## src/rtl/vga_timing_pkg.sv

```systemverilog
// Shared constants, count type and helpers for the 640x480@60 VGA timing generator.
// Optional feature macro used by this slice: VGA_FRAME_COUNT_EN (adds a frame counter).
`timescale 1ns/1ps
package vga_timing_pkg;

  localparam int CNT_W = 10;
  localparam int CNT_LIMIT = 1 << CNT_W;

  localparam int H_ACTIVE_DEF = 640;
  localparam int H_FP_DEF     = 16;
  localparam int H_SYNC_DEF   = 96;
  localparam int H_BP_DEF     = 48;
  localparam int V_ACTIVE_DEF = 480;
  localparam int V_FP_DEF     = 10;
  localparam int V_SYNC_DEF   = 2;
  localparam int V_BP_DEF     = 33;

  localparam int H_TOTAL_DEF = H_ACTIVE_DEF + H_FP_DEF + H_SYNC_DEF + H_BP_DEF;
  localparam int V_TOTAL_DEF = V_ACTIVE_DEF + V_FP_DEF + V_SYNC_DEF + V_BP_DEF;

  localparam int H_SYNC_START_DEF = H_ACTIVE_DEF + H_FP_DEF;
  localparam int H_SYNC_END_DEF   = H_SYNC_START_DEF + H_SYNC_DEF - 1;
  localparam int V_SYNC_START_DEF = V_ACTIVE_DEF + V_FP_DEF;
  localparam int V_SYNC_END_DEF   = V_SYNC_START_DEF + V_SYNC_DEF - 1;

  typedef logic [CNT_W-1:0] cnt_t;

  function automatic cnt_t wrap_inc(cnt_t val, cnt_t last);
    return (val == last) ? '0 : cnt_t'(val + 1'b1);
  endfunction

  function automatic logic in_range(cnt_t val, int lo, int hi);
    return (int'(val) >= lo) && (int'(val) <= hi);
  endfunction

endpackage

```

## src/rtl/vga_timing_if.sv

```systemverilog
// Timing bundle from the VGA timing generator to the pixel-colour stage and connector.
// With VGA_FRAME_COUNT_EN defined the bundle also carries frame_cnt.
`timescale 1ns/1ps
interface vga_timing_if;

  logic [vga_timing_pkg::CNT_W-1:0] hCount;
  logic [vga_timing_pkg::CNT_W-1:0] vCount;
  logic bright;
  logic hSync;
  logic vSync;
  logic pix_en;
  logic frame_start;
`ifdef VGA_FRAME_COUNT_EN
  logic [15:0] frame_cnt;

  modport master (output hCount, vCount, bright, hSync, vSync, pix_en, frame_start, frame_cnt);
  modport slave  (input  hCount, vCount, bright, hSync, vSync, pix_en, frame_start, frame_cnt);
`else
  modport master (output hCount, vCount, bright, hSync, vSync, pix_en, frame_start);
  modport slave  (input  hCount, vCount, bright, hSync, vSync, pix_en, frame_start);
`endif

endinterface

```

## src/rtl/pix_tick_div.sv

```systemverilog
// Board-clock divider: tick is high during the last clk of every CLK_DIV-clk pixel period,
// so the consumer can update its pixel state in the same edge that ends the period.
`timescale 1ns/1ps
module pix_tick_div #(
  parameter int CLK_DIV = 4
) (
  input  logic clk,
  input  logic reset,
  output logic tick
);

  localparam int DIV_W = (CLK_DIV > 1) ? $clog2(CLK_DIV) : 1;
  localparam logic [DIV_W-1:0] DIV_LAST = DIV_W'(CLK_DIV - 1);

  logic [DIV_W-1:0] r_div_cnt;

  // NOTE: sequential state uses non-blocking assignments so every register samples pre-edge values.
  always_ff @(posedge clk or posedge reset) begin
    if (reset) begin
      r_div_cnt <= '0;
    end else begin
      r_div_cnt <= (r_div_cnt == DIV_LAST) ? '0 : r_div_cnt + 1'b1;
    end
  end

  assign tick = (r_div_cnt == DIV_LAST);

endmodule

```

## src/rtl/vga_timing_gen.sv

```systemverilog
// VGA timing generator: pixel-tick divider plus h/v counters with zero-skew registered syncs.
// Define VGA_FRAME_COUNT_EN to add a 16-bit wrapping frame counter on the bundle.
`timescale 1ns/1ps
module vga_timing_gen
  import vga_timing_pkg::*;
#(
  parameter int CLK_DIV  = 4,
  parameter int H_ACTIVE = H_ACTIVE_DEF,
  parameter int H_FP     = H_FP_DEF,
  parameter int H_SYNC   = H_SYNC_DEF,
  parameter int H_BP     = H_BP_DEF,
  parameter int V_ACTIVE = V_ACTIVE_DEF,
  parameter int V_FP     = V_FP_DEF,
  parameter int V_SYNC   = V_SYNC_DEF,
  parameter int V_BP     = V_BP_DEF
) (
  input logic         clk,
  input logic         reset,
  vga_timing_if.master vga
);

  localparam int H_TOTAL = H_ACTIVE + H_FP + H_SYNC + H_BP;
  localparam int V_TOTAL = V_ACTIVE + V_FP + V_SYNC + V_BP;
  localparam int H_SYNC_START = H_ACTIVE + H_FP;
  localparam int V_SYNC_START = V_ACTIVE + V_FP;
  localparam cnt_t H_LAST = cnt_t'(H_TOTAL - 1);
  localparam cnt_t V_LAST = cnt_t'(V_TOTAL - 1);

  if (H_TOTAL > CNT_LIMIT) begin : g_bad_h_total
    $error("vga_timing_gen: H_TOTAL exceeds counter range");
  end
  if (V_TOTAL > CNT_LIMIT) begin : g_bad_v_total
    $error("vga_timing_gen: V_TOTAL exceeds counter range");
  end
  if (CLK_DIV < 2) begin : g_bad_div
    $error("vga_timing_gen: CLK_DIV must be at least 2");
  end

  logic w_tick;
  cnt_t w_h_next;
  cnt_t w_v_next;
  logic w_frame_hit;

  cnt_t r_h;
  cnt_t r_v;
  logic r_bright;
  logic r_hsync;
  logic r_vsync;
  logic r_pix_en;
  logic r_frame_start;

  pix_tick_div #(.CLK_DIV(CLK_DIV)) u_pix_tick_div (
    .clk   (clk),
    .reset (reset),
    .tick  (w_tick)
  );

  // NOTE: every always_comb output gets a default first, so no path can infer a latch.
  always_comb begin
    w_h_next = r_h;
    w_v_next = r_v;
    if (w_tick) begin
      w_h_next = wrap_inc(r_h, H_LAST);
      if (r_h == H_LAST) begin
        w_v_next = wrap_inc(r_v, V_LAST);
      end
    end
  end

  assign w_frame_hit = w_tick && (w_h_next == '0) && (w_v_next == '0);

  // Reset parks the counters at the last back-porch position so the first tick lands on (0,0).
  always_ff @(posedge clk or posedge reset) begin
    if (reset) begin
      r_h           <= H_LAST;
      r_v           <= V_LAST;
      r_bright      <= 1'b0;
      r_hsync       <= 1'b1;
      r_vsync       <= 1'b1;
      r_pix_en      <= 1'b0;
      r_frame_start <= 1'b0;
    end else begin
      r_h           <= w_h_next;
      r_v           <= w_v_next;
      r_bright      <= in_range(w_h_next, 0, H_ACTIVE - 1) && in_range(w_v_next, 0, V_ACTIVE - 1);
      r_hsync       <= !in_range(w_h_next, H_SYNC_START, H_SYNC_START + H_SYNC - 1);
      r_vsync       <= !in_range(w_v_next, V_SYNC_START, V_SYNC_START + V_SYNC - 1);
      r_pix_en      <= w_tick;
      r_frame_start <= w_frame_hit;
    end
  end

  assign vga.hCount      = r_h;
  assign vga.vCount      = r_v;
  assign vga.bright      = r_bright;
  assign vga.hSync       = r_hsync;
  assign vga.vSync       = r_vsync;
  assign vga.pix_en      = r_pix_en;
  assign vga.frame_start = r_frame_start;

`ifdef VGA_FRAME_COUNT_EN
  logic [15:0] r_frame_cnt;

  always_ff @(posedge clk or posedge reset) begin
    if (reset) begin
      r_frame_cnt <= '0;
    end else if (w_frame_hit) begin
      r_frame_cnt <= r_frame_cnt + 16'd1;
    end
  end

  assign vga.frame_cnt = r_frame_cnt;
`endif

endmodule

```

## src/flat_wrapper.sv

```systemverilog
// flat-port wrapper written by rule: the top's interface ports become plain ports
module vga_timing_gen_flat import vga_timing_pkg::*;
#(
  parameter int CLK_DIV  = 4,
  parameter int H_ACTIVE = H_ACTIVE_DEF,
  parameter int H_FP     = H_FP_DEF,
  parameter int H_SYNC   = H_SYNC_DEF,
  parameter int H_BP     = H_BP_DEF,
  parameter int V_ACTIVE = V_ACTIVE_DEF,
  parameter int V_FP     = V_FP_DEF,
  parameter int V_SYNC   = V_SYNC_DEF,
  parameter int V_BP     = V_BP_DEF
)
  (clk, reset, vga_hCount, vga_vCount, vga_bright, vga_hSync, vga_vSync, vga_pix_en, vga_frame_start);
  vga_timing_if vga_i ();
  input logic clk;
  input logic reset;
  output wire logic [$bits(vga_i.hCount)-1:0] vga_hCount;
  output wire logic [$bits(vga_i.vCount)-1:0] vga_vCount;
  output wire logic [$bits(vga_i.bright)-1:0] vga_bright;
  output wire logic [$bits(vga_i.hSync)-1:0] vga_hSync;
  output wire logic [$bits(vga_i.vSync)-1:0] vga_vSync;
  output wire logic [$bits(vga_i.pix_en)-1:0] vga_pix_en;
  output wire logic [$bits(vga_i.frame_start)-1:0] vga_frame_start;
  assign vga_hCount = vga_i.hCount;
  assign vga_vCount = vga_i.vCount;
  assign vga_bright = vga_i.bright;
  assign vga_hSync = vga_i.hSync;
  assign vga_vSync = vga_i.vSync;
  assign vga_pix_en = vga_i.pix_en;
  assign vga_frame_start = vga_i.frame_start;
  vga_timing_gen #(.CLK_DIV(CLK_DIV), .H_ACTIVE(H_ACTIVE), .H_FP(H_FP), .H_SYNC(H_SYNC), .H_BP(H_BP), .V_ACTIVE(V_ACTIVE), .V_FP(V_FP), .V_SYNC(V_SYNC), .V_BP(V_BP)) u_core (.clk(clk), .reset(reset), .vga(vga_i));
endmodule
```

## config.mk

```make
export PLATFORM = sky130hd
export DESIGN_NAME = vga_timing_gen_flat
export DESIGN_NICKNAME = d
export VERILOG_FILES = /design/src/rtl/vga_timing_pkg.sv /design/src/rtl/vga_timing_if.sv /design/src/rtl/pix_tick_div.sv /design/src/rtl/vga_timing_gen.sv /design/src/flat_wrapper.sv
export SDC_FILE = /design/constraint.sdc
export NUM_CORES = 1
export LEC_CHECK = 0
export ABC_CLOCK_PERIOD_IN_PS = 2590
export BUFFER_PORTS_ARGS = -buffer_cell sky130_fd_sc_hd__buf_2
export CORE_MARGIN = 1
export CORE_UTILIZATION = 35
export CTS_BUF_LIST = sky130_fd_sc_hd__clkbuf_4 sky130_fd_sc_hd__clkbuf_8
export CTS_CLUSTER_SIZE = 40
export DETAILED_ROUTE_END_ITERATION = 10
export SLEW_MARGIN = 20
export SYNTH_ARGS = -nofsm -noshare
export SYNTH_HDL_FRONTEND = slang
export SYNTH_SLANG_ARGS = --single-unit
```

## constraint.sdc

```tcl
create_clock -name clk -period 2.59 [get_ports clk]
set_input_delay 0.259 -clock clk [delete_from_list [all_inputs] [get_ports clk]]
set_output_delay 0.259 -clock clk [all_outputs]
set_load 0.01 [all_outputs]
```

# After elaboration in Yosys (flattened, before gate mapping)
# Cells that the tools add are included.
[totals]
reg_bits = 27
inputBits = 2
output_inout_bits = 25
word_cells = 35
[op_classes]
n_addsub = 3
n_lt_le_gt_ge = 6
eq_ne = 3
n_mux = 6
reduce_logical = 9
[op_table]
columns = ["operator", "n"]
rows = [
  ["10-bit 2-to-1 mux", 5],
  ["10-bit by 1-bit adder with 10-bit output (second input constant)", 2],
  ["10-bit == test (second input constant)", 2],
  ["10-bit less-or-equal comparator (second input constant)", 2],
  ["10-bit by 9-bit less-or-equal comparator with 1-bit output (second input constant)", 2],
  ["10-bit logical NOT", 2],
  ["10-bit greater-or-equal comparator (second input constant)", 1],
  ["10-bit by 9-bit greater-or-equal comparator with 1-bit output (second input constant)", 1],
  ["1-bit logical AND", 5],
  ["2-bit by 1-bit adder with 2-bit output (second input constant)", 1],
  ["2-bit == test (second input constant)", 1],
  ["1-bit logical NOT", 2],
  ["2-bit 2-to-1 mux", 1],
]

# Logic depth before layout (Yosys ltp)
[logic_depth]
ltp_word = 7
depth_mapped = 9
depth_no_buf = 8

# By module
# From an unflattened synthesis, not the netlist that was laid out.
[unflattened]
cells_unflattened = 172
area_unflattened_um2 = 1642.8
[by_module_without_submodules]
columns = ["mod", "instances", "cells_per_inst", "area_each_um2", "seq_area_each_um2"]
rows = [
  ["vga_timing_gen", 1, 167, 1572.8, 640.6],
  ["pix_tick_div", 1, 5, 70.1, 50.0],
]

# Least setup slack after synthesis
# No wires, ideal clock.
[synth_timing]
kind = "register -> register"
start = "register u_core.r_h[1] (netlist: u_core.vga.hCount[1])"
end = "register u_core.r_bright (netlist: u_core.vga.bright)"
setup_ns = 0.087
arrival_time_ns = 2.471
required_time_ns = 2.503
slack_ns = 0.033
path_stages_with_launch = 9
path_buffers = 2
period_less_slack_ns = 2.557
path_cell_list = "dfstp_2 > ha_1 > clkdlybuf4s15_2 > nand4_2 > or3_1 > buf_6 > o311a_1 > o211a_1 > a211oi_2"
[synth_between]
elab_chain_cells = 5
word_cells_on_any_way = 9
cone_classes = "1 x add/sub; 2 x order compare; 1 x eq/ne; 4 x mux; 1 x reduce/logical"
[synth_rtl]
columns = ["element", "line_no", "source"]
rows = [
  ["from (decl)", "vga_timing_gen.sv:44", "cnt_t r_h;"],
  ["from (signal assigned)", "vga_timing_gen.sv:83", "r_h <= w_h_next;"],
  ["10-bit by 1-bit adder with 10-bit output or 10-bit == test (tied branches)", "vga_timing_pkg.sv:29, vga_timing_gen.sv:64", ""],
  ["10-bit 2-to-1 mux, on equally long branches", "vga_timing_pkg.sv:29, vga_timing_gen.sv:64", ""],
  ["10-bit 2-to-1 mux", "vga_timing_gen.sv:62", "if (w_tick) begin"],
  ["10-bit less-or-equal comparator or 10-bit by 9-bit less-or-equal comparator with 1-bit output (tied branches)", "vga_timing_pkg.sv:33", "return (int'(val) >= lo) && (int'(val) <= hi);"],
  ["1-bit logical AND (*)", "vga_timing_gen.sv:85", "r_bright <= in_range(w_h_next, 0, H_ACTIVE - 1) && in_range(w_v_next, 0, V_ACTIVE - 1);"],
  ["to (signal assigned)", "vga_timing_gen.sv:85", ""],
  ["to (decl)", "vga_timing_gen.sv:46", "logic r_bright;"],
]
# Mark *: on every way between the ends. The rest lies on a longest branch, timed or not.

# Worst setup path after layout
[layout_timing]
start = "register u_core.r_h[8] (netlist: u_core.vga.hCount[8])"
end = "register u_core.r_frame_start (netlist: u_core.vga.frame_start)"
[layout_between]
word_cells_on_any_way = 10
cone_classes = "1 x add/sub; 1 x eq/ne; 4 x mux; 4 x reduce/logical"
[layout_rtl]
columns = ["element", "line_no", "source"]
rows = [
  ["10-bit == test", "vga_timing_gen.sv:64", "if (r_h == H_LAST) begin"],
  ["10-bit 2-to-1 mux", "vga_timing_gen.sv:64", ""],
  ["10-bit 2-to-1 mux", "vga_timing_gen.sv:62", ""],
  ["via u_core.w_v_next[3]", "vga_timing_gen.sv:41", "cnt_t w_v_next;"],
  ["10-bit logical NOT", "vga_timing_gen.sv:70", "assign w_frame_hit = w_tick && (w_h_next == '0) && (w_v_next == '0);"],
  ["1-bit logical AND", "vga_timing_gen.sv:70", ""],
  ["via u_core.w_frame_hit", "vga_timing_gen.sv:42", "logic w_frame_hit;"],
  ["to (signal assigned)", "vga_timing_gen.sv:89", "r_frame_start <= w_frame_hit;"],
  ["to (decl)", "vga_timing_gen.sv:50", "logic r_frame_start;"],
]
# The timed path passes the listed nets, and every way through them passes these cells.

==> summary.json <==
{
  "outcome": {"value": "complete, no violations"},
  "post-route-min-period": {"value": 2390, "unit": "ps"},
  "setup_viol": {"value": 0},
  "critical_path_required": {"value": 2800, "unit": "ps"},
  "yosys.area_share.simple": {"value": 24.1, "unit": "%"},
  "post-route-period-util": {"value": 92.4, "unit": "%"},
  "postSynthNetCount": {"value": 182},
  "global_route.usage.total": {"value": 16.3, "unit": "%"},
  "count_of_port_buffers_added_during_placement": {"value": 26},
  "num_antenna_cells": {"value": 0},
  "wire_per_inst": {"value": 14.4, "unit": "µm"},
  "gp_routability_congestion": {"value": 0.864},
  "grt_max_degree": {"value": 24},
  "ir_drop": {"value": 0.168, "unit": "mV"},
  "critical_path.cell_chain": {"value": "or4b_4, nor3_2, o21ai_0, a21o_1, nor4_1, and4_1"},
  "p_leak": {"value": 0.880, "unit": "nW"},
  "fin_worst_skew": {"value": 2.38, "unit": "ps"},
  "highest_layer": {"value": "met4"},
  "report.final.slew_viol_count": {"value": 0},
  "die-height": {"value": 71.2, "unit": "µm"},
  "numCtsBuffers": {"value": 3},
  "design.die.area": {"value": 5060, "unit": "µm²"},
  "critPathKind": {"value": "register to register"},
  "row_count": {"value": 24},
  "crit_path_max_fanout": {"value": 5},
  "worstSkewPairLatency": {"value": 270, "unit": "ps"},
  "grt_pass1_vias": {"value": 1331},
  "route.met2.wl": {"value": 1790, "unit": "µm"},
  "path_clk_slew": {"value": 90, "unit": "ps"},
  "area.growth.synth_to_final": {"value": 15.4, "unit": "%"},
  "pd_cells": {"value": 353, "unit": "nW/µm²"},
  "path_delay_family": {"value": "simple AND/OR/NAND/NOR gates"},
  "max_freq": {"value": 418, "unit": "MHz"},
  "yosys.area_share.adder": {"value": 2.99, "unit": "%"},
  "setup.worst_path.start_class": {"value": "register"},
  "critical_path.n_buffers_inverters": {"value": 0},
  "drt-initial-drc-count": {"value": 94},
  "async_flop_share": {"value": 100, "unit": "%"},
  "layout-drive-gt1-share": {"value": 31.3, "unit": "%"},
  "cts.sink_count": {"value": 27},
  "max-slew-margin-rel": {"value": 41.7, "unit": "%"},
  "stdcell_area": {"value": 1930, "unit": "µm²"},
  "drv.max_cap_violation_count": {"value": 0},
  "antenna_found_initial": {"value": 0},
  "cts_hold_repair.buffers": {"value": 0},
  "finalWirelength": {"value": 3750, "unit": "µm"},
  "grt_pass1_wl": {"value": 6550, "unit": "µm"},
  "drt.antenna.violating_nets": {"value": 0},
  "dr.pass1.iters": {"value": 6},
  "synth_top_family_by_area": {"value": "simple AND/OR/NAND/NOR gates"},
  "seq_area_frac_synth": {"value": 41.3, "unit": "%"},
  "worstMarginPinSlew": {"value": 873, "unit": "ps"},
  "min_path_type": {"value": "input port to asynchronous set/reset pin"},
  "crit_path_end_kind": {"value": "register"},
  "fp.dieW": {"value": 71.2, "unit": "µm"},
  "met3_routed_length": {"value": 126, "unit": "µm"},
  "arrival": {"value": 2600, "unit": "ps"},
  "synth.cell_area": {"value": 1670, "unit": "µm²"},
  "synth.distinct_cells": {"value": 50},
  "clockBufferDepth": {"value": 2},
  "postSynth.topFlopCell": {"value": "sky130_fd_sc_hd__dfrtp_1"},
  "vias": {"value": 1427},
  "post_synthesis_cell_count": {"value": 176},
  "pin_count": {"value": 27},
  "xor_xnor_cell_area_share_of_the_yosys_netlist": {"value": 8.89, "unit": "%"},
  "report.final.hold_viol_count": {"value": 0},
  "synth-edff-count": {"value": 0},
  "htreeDepth": {"value": 1},
  "num-nets-final": {"value": 215},
  "critPathSlowestCell": {"value": "sky130_fd_sc_hd__dfstp_2"},
  "hpwlAfterDp": {"value": 2780, "unit": "µm"},
  "design.core.area": {"value": 4470, "unit": "µm²"},
  "ys_ff_latch": {"value": 27},
  "detail_route.drc_violations": {"value": 0},
  "detailed_place.area": {"value": 1880, "unit": "µm²"},
  "yosys-mux-area-fraction": {"value": 1.27, "unit": "%"},
  "initial_core_util": {"value": 37.4, "unit": "%"},
  "wl_met1": {"value": 1800, "unit": "µm"},
  "remaining_global_route_overflow": {"value": 0},
  "yosys_warnings": {"value": 0},
  "post_drt_via_cell_ratio": {"value": 5.49},
  "utilization": {"value": 43.2, "unit": "%"},
  "grt_setup_unrepaired": {"value": "false"},
  "total_neg_setup_slack": {"value": 0, "unit": "ps"},
  "synth_compound_area_share": {"value": 13.8, "unit": "%"},
  "critPathMaxStageDelay": {"value": 530, "unit": "ps"},
  "clk_root_buffer_cell": {"value": "sky130_fd_sc_hd__clkbuf_8"},
  "cts_tree": {"value": "done"},
  "postSynthAreaPerCell": {"value": 9.51, "unit": "µm²"}
}
[routing by layer]
metal | up-vias | global-route usage [%]
met3 | 2 | 2.42
met4 | 0 | 5.56
met1 | 686 | 24.0
met2 | 34 | 24.2
li1 | 705 | -
met5 | - | 0
[logic make-up after synthesis]
logic type	after synthesis
XOR/XNOR	17
AO/OA/AOI/OAI	33
adder cells (fa/ha/maj)	4
multiplexers	2
buffers and inverters	21
AND/OR/NAND/NOR	72
flip-flops	27
[final cells by class]
cell class / instances / area [µm²]
clock buffer: 4 / 48.8
tap: 52 / 65.1
sequential: 27 / 691
timing repair buffer: 40 / 235
fill: 460 / 2540
inverter: 9 / 33.8
multi-input combinational: 128 / 858
[cell usage after synthesis, drive strengths merged, types with 2 or more instances]
cell	instances	share of area, %
o31ai	4	1.8
nor4	4	1.9
nor4b	2	1.0
a31oi	3	1.1
a21oi	3	0.90
a211oi	2	1.2
nand4b	3	1.6
nand4	8	3.4
ha	4	3.0
dfstp	12	19
nand3	12	3.6
nor3	5	1.8
xor2	7	3.7
clkbuf	3	0.75
inv	9	2.0
buf	7	3.7
a41oi	2	1.0
o21ai	10	3.0
nor2	14	3.1
dfrtp	15	22
nand2	14	3.1
xnor2	10	5.2
and3	3	1.1
[where the power goes]
part	switching (mW)	leakage, nW	total [mW]	internal (mW)
Clock	0.130	0.0262	0.251	0.121
Combinational	0.00819	0.529	0.00977	0.00157
Sequential	0	0.325	0.422	0.422
Total	0.138	0.880	0.683	0.544
[state kept, by name, indices dropped and copies added, names as in the netlist]
register                         flops
u_core.vga.hSync                     1
u_core.vga.vSync                     1
u_core.u_pix_tick_div.r_div_cnt      2
u_core.vga.pix_en                    1
u_core.vga.vCount                   10
u_core.vga.bright                    1
u_core.vga.frame_start               1
u_core.vga.hCount                   10
[timing repair]
item / CTS / global route
buffers inserted: 0 / 0
setup endpoints to repair: 0 / 2
gates resized for setup: 0 / 1
[final timing paths]
path	cells after the start	startpoint	to	slack, ps
setup / recovery	6	u_core.vga.hCount[8]$_DFF_PP1_	u_core.vga.frame_start$_DFF_PP0_	200
max in group asynchronous	3	reset	u_core.vga.hCount[4]$_DFF_PP1_	1740
hold reg to reg	1	u_core.u_pix_tick_div.r_div_cnt[0]$_DFF_PP0_	u_core.u_pix_tick_div.r_div_cnt[0]$_DFF_PP0_	430
setup reg to reg	6	u_core.vga.hCount[8]$_DFF_PP1_	u_core.vga.frame_start$_DFF_PP0_	200
min in group clk	1	u_core.u_pix_tick_div.r_div_cnt[0]$_DFF_PP0_	u_core.u_pix_tick_div.r_div_cnt[0]$_DFF_PP0_	430
hold / removal	2	reset	u_core.vga.vCount[1]$_DFF_PP0_	160
[placed cells by master, fill, tap and decap left out, types with 7 or more instances in the layout]
master | synthesis | routed
sky130_fd_sc_hd__o21ai_0 | 10 | 10
sky130_fd_sc_hd__nand4_1 | 7 | 7
sky130_fd_sc_hd__nand3_1 | 12 | 12
sky130_fd_sc_hd__nor2_1 | 14 | 14
sky130_fd_sc_hd__dfrtp_1 | 15 | 15
sky130_fd_sc_hd__buf_4 | 3 | 14
sky130_fd_sc_hd__nand2_1 | 14 | 14
sky130_fd_sc_hd__dfstp_2 | 12 | 12
sky130_fd_sc_hd__xnor2_1 | 10 | 10
sky130_fd_sc_hd__buf_2 | 1 | 26
sky130_fd_sc_hd__inv_1 | 9 | 9
sky130_fd_sc_hd__xor2_1 | 7 | 7
[stage by stage]
step	hold WS, ps	cells	worst slack, ps	total power [mW]
final	158	260	198	0.683
after global routing	236	260	2.99	0.715
after CTS	189	260	118	0.692
after detailed placement	423	256	134	0.440
after global placement	422	256	176	0.440
after floorplan	303	176	32.6	0.436
(Power assumes the default switching activity.)
